<file path="src/rtl/div_arbiter.sv">
// div_arbiter: two requesters share one restoring divider with round-robin
// arbitration. Only one division is in flight at a time.
//
// Ports:
//   clock, reset              rising-edge clock, synchronous active-high reset
//   reqN_valid / reqN_ready   request handshake for requester N (0 or 1)
//   reqN_a / reqN_b           dividend / divisor of requester N
//   resp_valid / resp_ready   result handshake
//   resp_id                   requester that owns the result
//   resp_q / resp_r           quotient / remainder
//   resp_div0                 divisor was zero (q = all ones, r = dividend)
//   busy                      FSM is not idle
module div_arbiter #(
    parameter int WIDTH = 32
) (
    input  logic             clock,
    input  logic             reset,
    input  logic             req0_valid,
    output logic             req0_ready,
    input  logic [WIDTH-1:0] req0_a,
    input  logic [WIDTH-1:0] req0_b,
    input  logic             req1_valid,
    output logic             req1_ready,
    input  logic [WIDTH-1:0] req1_a,
    input  logic [WIDTH-1:0] req1_b,
    output logic             resp_valid,
    input  logic             resp_ready,
    output logic             resp_id,
    output logic [WIDTH-1:0] resp_q,
    output logic [WIDTH-1:0] resp_r,
    output logic             resp_div0,
    output logic             busy
);

    localparam int CW = (WIDTH > 1) ? $clog2(WIDTH) : 1;

    typedef enum logic [1:0] {
        IDLE = 2'd0,
        ITER = 2'd1,
        DONE = 2'd2
    } state_t;

    state_t           state;
    logic             ptr;        // requester that wins the next tie
    logic             op_id;      // owner of the division in flight
    logic [CW-1:0]    cnt;        // bit index of the current iteration
    logic [WIDTH-1:0] divisor;
    logic [WIDTH-1:0] qreg;       // dividend bits shift out, quotient bits fill in
    logic [WIDTH:0]   rem;        // one extra bit so shift/compare never overflow

    logic             gnt;
    logic             gnt_valid;
    logic             idle_open;
    logic             accept;
    logic [WIDTH-1:0] sel_a;
    logic [WIDTH-1:0] sel_b;
    logic [WIDTH:0]   rem_sh;
    logic [WIDTH:0]   rem_next;
    logic [WIDTH-1:0] q_next;
    logic             ge;

    // Grant: a lone requester wins; on a tie the pointer decides.
    always_comb begin
        gnt = 1'b0;
        if (req0_valid && req1_valid) begin
            gnt = ptr;
        end else if (req1_valid) begin
            gnt = 1'b1;
        end
        gnt_valid = req0_valid | req1_valid;
        sel_a     = gnt ? req1_a : req0_a;
        sel_b     = gnt ? req1_b : req0_b;
    end

    assign idle_open  = (state == IDLE) && !reset;
    assign req0_ready = idle_open && !gnt;
    assign req1_ready = idle_open && gnt;
    assign accept     = idle_open && gnt_valid;
    assign busy       = (state != IDLE);

    // One restoring step: bring down the next dividend bit, subtract if it fits.
    always_comb begin
        rem_sh      = (rem << 1) | {{WIDTH{1'b0}}, qreg[cnt]};
        ge          = (rem_sh >= {1'b0, divisor});
        rem_next    = ge ? (rem_sh - {1'b0, divisor}) : rem_sh;
        q_next      = qreg;
        q_next[cnt] = ge;
    end

    always_ff @(posedge clock) begin
        if (reset) begin
            state      <= IDLE;
            ptr        <= 1'b0;
            op_id      <= 1'b0;
            cnt        <= CW'(WIDTH - 1);
            divisor    <= '0;
            qreg       <= '0;
            rem        <= '0;
            resp_valid <= 1'b0;
            resp_id    <= 1'b0;
            resp_q     <= '0;
            resp_r     <= '0;
            resp_div0  <= 1'b0;
        end else begin
            case (state)
                IDLE: begin
                    if (accept) begin
                        ptr   <= ~gnt;
                        op_id <= gnt;
                        if (sel_b == '0) begin
                            // Divide by zero completes immediately.
                            state      <= DONE;
                            resp_valid <= 1'b1;
                            resp_id    <= gnt;
                            resp_q     <= '1;
                            resp_r     <= sel_a;
                            resp_div0  <= 1'b1;
                        end else begin
                            state   <= ITER;
                            cnt     <= CW'(WIDTH - 1);
                            rem     <= '0;
                            qreg    <= sel_a;
                            divisor <= sel_b;
                        end
                    end
                end
                ITER: begin
                    rem  <= rem_next;
                    qreg <= q_next;
                    cnt  <= cnt - 1'b1;
                    if (cnt == '0) begin
                        state      <= DONE;
                        cnt        <= CW'(WIDTH - 1);
                        resp_valid <= 1'b1;
                        resp_id    <= op_id;
                        resp_q     <= q_next;
                        resp_r     <= rem_next[WIDTH-1:0];
                        resp_div0  <= 1'b0;
                    end
                end
                DONE: begin
                    // Returning to IDLE leaves a bubble before the next accept.
                    if (resp_ready) begin
                        resp_valid <= 1'b0;
                        state      <= IDLE;
                    end
                end
                default: state <= IDLE;
            endcase
        end
    end

endmodule

</file>
<file path="config.mk">
export PLATFORM = sky130hd
export DESIGN_NAME = div_arbiter
export DESIGN_NICKNAME = d
export VERILOG_FILES = /design/src/rtl/div_arbiter.sv
export SDC_FILE = /design/constraint.sdc
export NUM_CORES = 1
export LEC_CHECK = 0
export ABC_CLOCK_PERIOD_IN_PS = 5700
export CORE_MARGIN = 4
export CORE_UTILIZATION = 53
export DETAILED_ROUTE_END_ITERATION = 16
export HOLD_SLACK_MARGIN = 0.1
export PLACE_DENSITY = 0.89
export SETUP_SLACK_MARGIN = 0.5
export SYNTH_ARGS = -nofsm -noshare
export SYNTH_HDL_FRONTEND = slang
export SYNTH_SLANG_ARGS = --single-unit
</file>
<file path="constraint.sdc">
create_clock -name clock -period 5.7 [get_ports clock]
set_input_delay 1.14 -clock clock [delete_from_list [all_inputs] [get_ports clock]]
set_output_delay 1.14 -clock clock [all_outputs]
set_load 0.05 [all_outputs]
</file>
; After elaboration in Yosys (flattened, before gate mapping)
; Index checks and enable logic that the tools add are counted.
; W data, S select, Z words.
[classes]
eq_ne = 7
n_bitwise = 4
mux = 44
addsub = 2
n_lt_le_gt_ge = 3
reduce_logical = 20
[ops]
columns = op, count
row1 = $mux W32, 13
row2 = $pmux W32 S2, 4
row3 = $ge A33 B32 Y1, 1
row4 = $or A33 B1 Y33, 1
row5 = $bwmux W32, 1
row6 = $logic_not A32 Y1, 1
row7 = $sub A32 B32 Y32, 1
row8 = $mux W5, 3
row9 = $mux W1, 12
row10 = $pmux W5 S2, 1
row11 = $reduce_and A3 Y1, 3
row12 = $mux W2, 4
row13 = $ne A2 B2 Y1 const B, 4
row14 = $logic_and A1 B1 Y1, 6
row15 = $lt A5 B6 Y1 const B, 1
row16 = $pmux W2 S3, 1
row17 = $bmux W1 S5, 1
row18 = $demux W1 S5, 1
row19 = $ge A5 B1 Y1 const B, 1
row20 = $logic_not A5 Y1, 1
row21 = $reduce_and A5 Y1, 1
row22 = $sub A5 B1 Y5 const B, 1
row23 = $pmux W1 S2, 2
row24 = $reduce_and A4 Y1, 1
row25 = other kinds (11), 14
[totals]
wordCells = 92
output_inout_bits = 70
input_bits = 133
reg_bits = 172

; Depth between registers and ports, before layout
[logic_depth]
word_depth = 7
depth_mapped = 16
mapped_depth_nobuf = 15

; Worst setup path before layout
; Ideal clock, no wire load.
[synth_timing]
kind = reg2reg
start = register cnt[0]
end = register resp_r[28]
arrival_ps = 3927
period_less_slack_ps = 4031
required_ps = 5597
n_path_buf = 1
setup_slack_ps = 1669
stages_incl_launch_ff = 16
setup_ps = 103
path_cell_list = dfxtp_1 buf_2 mux4_2 a32oi_1 o2111a_1 ha_1 inv_1 fa_1 a21o_1 a221o_2 a2111oi_4 o31ai_2 a41oi_2 xnor2_1 mux2i_2 a2111oi_2
[synth_between]
elab_chain_len = 7
word_cells_on_any_way = 11
cone_classes = add/sub: 1 / order compare: 1 / eq/ne: 1 / mux: 5 / bitwise: 1 / reduce/logical: 2
[synth_rtl]
columns = item, line
row1 = from (decl), 46  ; logic [CW-1:0] cnt;
row2 = from (signal assigned), 95  ; cnt <= CW'(WIDTH - 1);
row3 = from (signal assigned), 120  ; cnt <= CW'(WIDTH - 1);
row4 = from (signal assigned), 130  ; cnt <= cnt - 1'b1;
row5 = $bmux W1 S5, 83  ; rem_sh = (rem << 1) | {{WIDTH{1'b0}}, qreg[cnt]};
row6 = $mux W1 (not written as such), 83
row7 = $or A33 B1 Y33, 83
row8 = $sub A32 B32 Y32 or $ge A33 B32 Y1 (tied branches), "85, 84"
row9 = $mux W32, 85  ; rem_next = ge ? (rem_sh - {1'b0, divisor}) : rem_sh;
row10 = $mux W32, 131  ; if (cnt == '0) begin
row11 = $pmux W32 S2, 105  ; case (state)
row12 = to (signal assigned), 116  ; resp_r <= sel_a;
row13 = to (signal assigned), 137  ; resp_r <= rem_next[WIDTH-1:0];
row14 = to (decl), 30  ; output logic [WIDTH-1:0] resp_r,
; Parallel ways exist; a longest one is shown, timed or not. The select of a mux whose other input is x is not followed.
; A chain may end at the register's enable or synchronous reset.

; Final worst setup path
[layout_timing]
start = register cnt[0]
end = register qreg[12]
[layout_between]
elab_chain_len = 6
word_cells_on_any_way = 11
cone_classes = order compare: 3 / mux: 6 / bitwise: 1 / reduce/logical: 1
[layout_rtl]
columns = item, line
row1 = "$bmux W1 S5, or another cell as far along", 83
row2 = $mux W1 (not written as such) or $logic_and A1 B1 Y1 (tied branches), "83, 87"
row3 = $or A33 B1 Y33 or $mux W1 (tied branches), "83, 87"
row4 = $ge A33 B32 Y1 or $demux W1 S5 (tied branches), "84, 87"
row5 = $bwmux W32 *, 87  ; q_next[cnt] = ge;
row6 = $pmux W32 S2 *, 105
row7 = to (signal assigned), 122  ; qreg <= sel_a;
row8 = to (signal assigned), 129  ; qreg <= q_next;
row9 = to (decl), 48  ; logic [WIDTH-1:0] qreg;
; Every way passes the cells marked *; elsewhere a longest branch is shown, timed or not. The select of a mux whose other input is x is not followed.

==> metrics <==
power share of the clock group=26.1%; Setup Crit Path Kind=register to register; hold path startpoint=rem[10]; area grow syn2layout=24.1%; Nets=1737; Setup crit start kind=register; internal power=0.00267 W; MaxCap Viol Count=0; Critical R2R Capture=qreg[12]; Hold Vio Cnt, Final=0; routability cong.=1.00; Post-DRT Antenna Nets=0; post-cts repair resize count=0; total number of vias=11.6k; drt wl/cell=19.6 microns; first-pass GRT wire length=56300 microns; synth warn=0; crit path DAT=4940 ps; sw power=0.00183 W; synthesized cell area=0.0107 sq mm; CP cell instances=mux4_2, a32oi_1, o2111a_1, ha_1, nor2b_1, o2111a_1, o21ai_2, a21oi_2, o31ai_4, buf_4, nand3_1, a31oi_1, nor2_1; # diodes=0; Mean Syn Cell Area=7.42 sq um; outcome=finished clean; power per cell area=337 mW/mm^2; syn_nets=1619; Async S/R FF share, synth=0%; Root Driver=clkbuf_16; CTS Hold Bufs=0; Final Cycle Share=81.0%; post-synthesis register bit count=172; leading cell type in the layout, fill and taps excluded=nand2_1; GRT overflow=0; First-pass DRT Iterations=6; Initial Util=54.5%; Util after Layout=67.6%; RSZ-0062 raised after global routing=no; clock buffer depth=2; hold path endpoint=rem[10]; share of cells above drive strength 1=6.21%; CP Max Fanout=21; Boundary Pins=203; vias per cell=6.30; setup TNS=0 ps; total CTS buffers=17; Worst Hold Class=register to register; Core Area=0.0197 sq mm; Worst Skew=10.0 ps; Reg2Reg Setup Slack=1090 ps; Reg clk slew, reported paths=70 ps; Critical Path Sink Type=register; hold path depth=2; Crit path largest cell delay=900 ps; gate count of the mapped netlist=1448; Setup Buffers After CTS=0; main flop type after synthesis=dfxtp_1; final wirelength=36100 microns; Die Span Y=150 microns; H-tree Lvls=4; final setup violation count=0; cells on worst reg2reg path=13; Seq/Total Area, Yosys=32.0%; Crit path top cell by count=o2111a_1; CP max-delay cell=o31ai_4; # rows=51; HPWL after DPL=26300 microns; DRC violations left=0; Tmin final=4610 ps; Pleak=5.26 nW; largest net degree at the start of global routing=82; initial antenna violation count=0; fmax=217 MHz; PortBufs=202; combinational share of power=42.4%; total track usage=31.1%; Sw Ratio=40.7%; worst-skew pair later-pin latency=440 ps; Post-synth EDFFs=0; Reg power frac=31.5%; reg-to-reg startpoint=cnt[0]; die area=0.0226 sq mm; fill count=1617; Synth cell types=79; die width=150 microns; vias in the first global route=10.8k; Slew Viols, Final=0; worst slew pin tran=1020 ps; commonest cells after routing, fill and taps aside=nand2_1, clkdlybuf4s50_1, dfxtp_1; maximum vdd drop=223 uV; CTS tree=yes; Slew headroom=32.1%; clk sinks=172; Worst Path Required=6030 ps; DRT iter0 DRCs=1360
==> logic make-up (layout without fill, tap and decap cells) <==
kind of cell	Yosys count	count (layout)	synth area share (%)
DFF	172	172	32.0
AOI/OAI and AO/OA	483	483	29.7
and+or+nand+nor	545	545	22.3
muxes	22	22	3.03
adders and majority gates	38	38	4.49
buffers and inverters	164	295	6.50
xor gates and xnor gates	24	24	1.96
==> area by class of cell <==
cell class                      instances  area (sq um)  area share, %
Multi-Input combinational cell       1112          6650           49.8
Sequential cell                       172          3440           25.8
Timing Repair Buffer                  221          2170           16.3
Clock buffer                           18           439           3.29
Tap cell                              265           332           2.49
Inverter                               42           158           1.18
Clock inverter                         14           148           1.11
==> per-stage QoR <==
| step | worst slack (ps) | std cells | power, W | hold slack [ps] | instance area, sq um |
|---|---|---|---|---|---|
| floorplan | 1670 | 1448 | 0.00276 | 447 | 10700 |
| global placement | 1240 | 1812 | 0.00325 | 462 | 12800 |
| detailed placement | 1130 | 1812 | 0.00328 | 466 | 12800 |
| CTS | 1120 | 1844 | 0.00445 | 475 | 13300 |
| global route | 815 | 1844 | 0.00471 | 507 | 13300 |
| finish | 1090 | 1844 | 0.00450 | 481 | 13300 |
==> state kept, by name (all words and copies together), names as in the netlist, 2 cells and up <==
name and flops:
state 2, resp_q 32, divisor 32, cnt 5, resp_r 32, rem 32
qreg 32
==> how the worst max path moves through the flow <==
stage | end | slack (ps) | start
5_1_grt | qreg[12] | 810 | cnt[0]
6_report | qreg[12] | 1090 | cnt[0]
2_1_floorplan | resp_r[28] | 1670 | cnt[0]
4_1_cts | resp_r[28] | 1120 | cnt[0]
3_3_place_gp | resp_r[10] | 1240 | cnt[0]
3_5_place_dp | resp_r[28] | 1130 | cnt[0]
==> metal layers <==
layer	vias to the layer above	wire length, microns	GRT usage [%]
met4	0	1580	14.0
met2	651	16400	49.6
met3	110	3760	6.26
li1	5482	-	-
met1	5383	14400	40.6
met5	-	0	0
==> cell usage after synthesis, types with 4 or more instances <==
master	instances	area share, %
nand2_1	262	9.2
dfxtp_1	172	32
a21oi_1	129	6.0
nor2_1	124	4.3
o21ai_0	109	5.1
clkbuf_1	65	2.3
a31oi_1	59	3.4
inv_1	42	1.5
a311oi_1	39	3.2
ha_1	37	4.3
nor3_1	36	1.7
buf_2	35	1.6
a21o_1	30	2.1
nand3_1	25	1.2
nor4_1	23	1.3
a211oi_1	22	1.5
and3_1	19	1.1
xnor2_1	17	1.4
nand4_1	15	0.87
and2_1	14	0.81
buf_1	14	0.49
o211ai_1	13	0.91
mux2i_1	12	1.1
o22ai_1	9	0.52
mux4_2	8	1.7
nand2b_1	8	0.47
o211a_1	7	0.65
o221a_2	7	0.73
xor2_1	7	0.57
nor3b_1	6	0.42
a22o_1	4	0.33
buf_4	4	0.28
nor2b_1	4	0.23
o31ai_1	4	0.28
==> critical path, delay by kind of cell (launching register included) <==
kind                     cells  cell delay (ps)
flip-flops                   1              770
AND/OR/NAND/NOR              3              280
adder cells (fa/ha/maj)      1              190
multiplexers                 1              590
buffers and inverters        1              380
AO/OA/AOI/OAI                7             2290
==> power groups by stage <==
| stage | Clock [W] | Sequential (W) | Combinational (W) |
|---|---|---|---|
| global route | 0.00123 | 0.00143 | 0.00205 |
| floorplan | 0 | 0.00150 | 0.00125 |
| finish | 0.00118 | 0.00142 | 0.00191 |
| detailed placement | 0 | 0.00144 | 0.00184 |
| global placement | 0 | 0.00143 | 0.00182 |
| CTS | 0.00118 | 0.00141 | 0.00186 |
No activity file was read; power rests on OpenSTA's default activity.
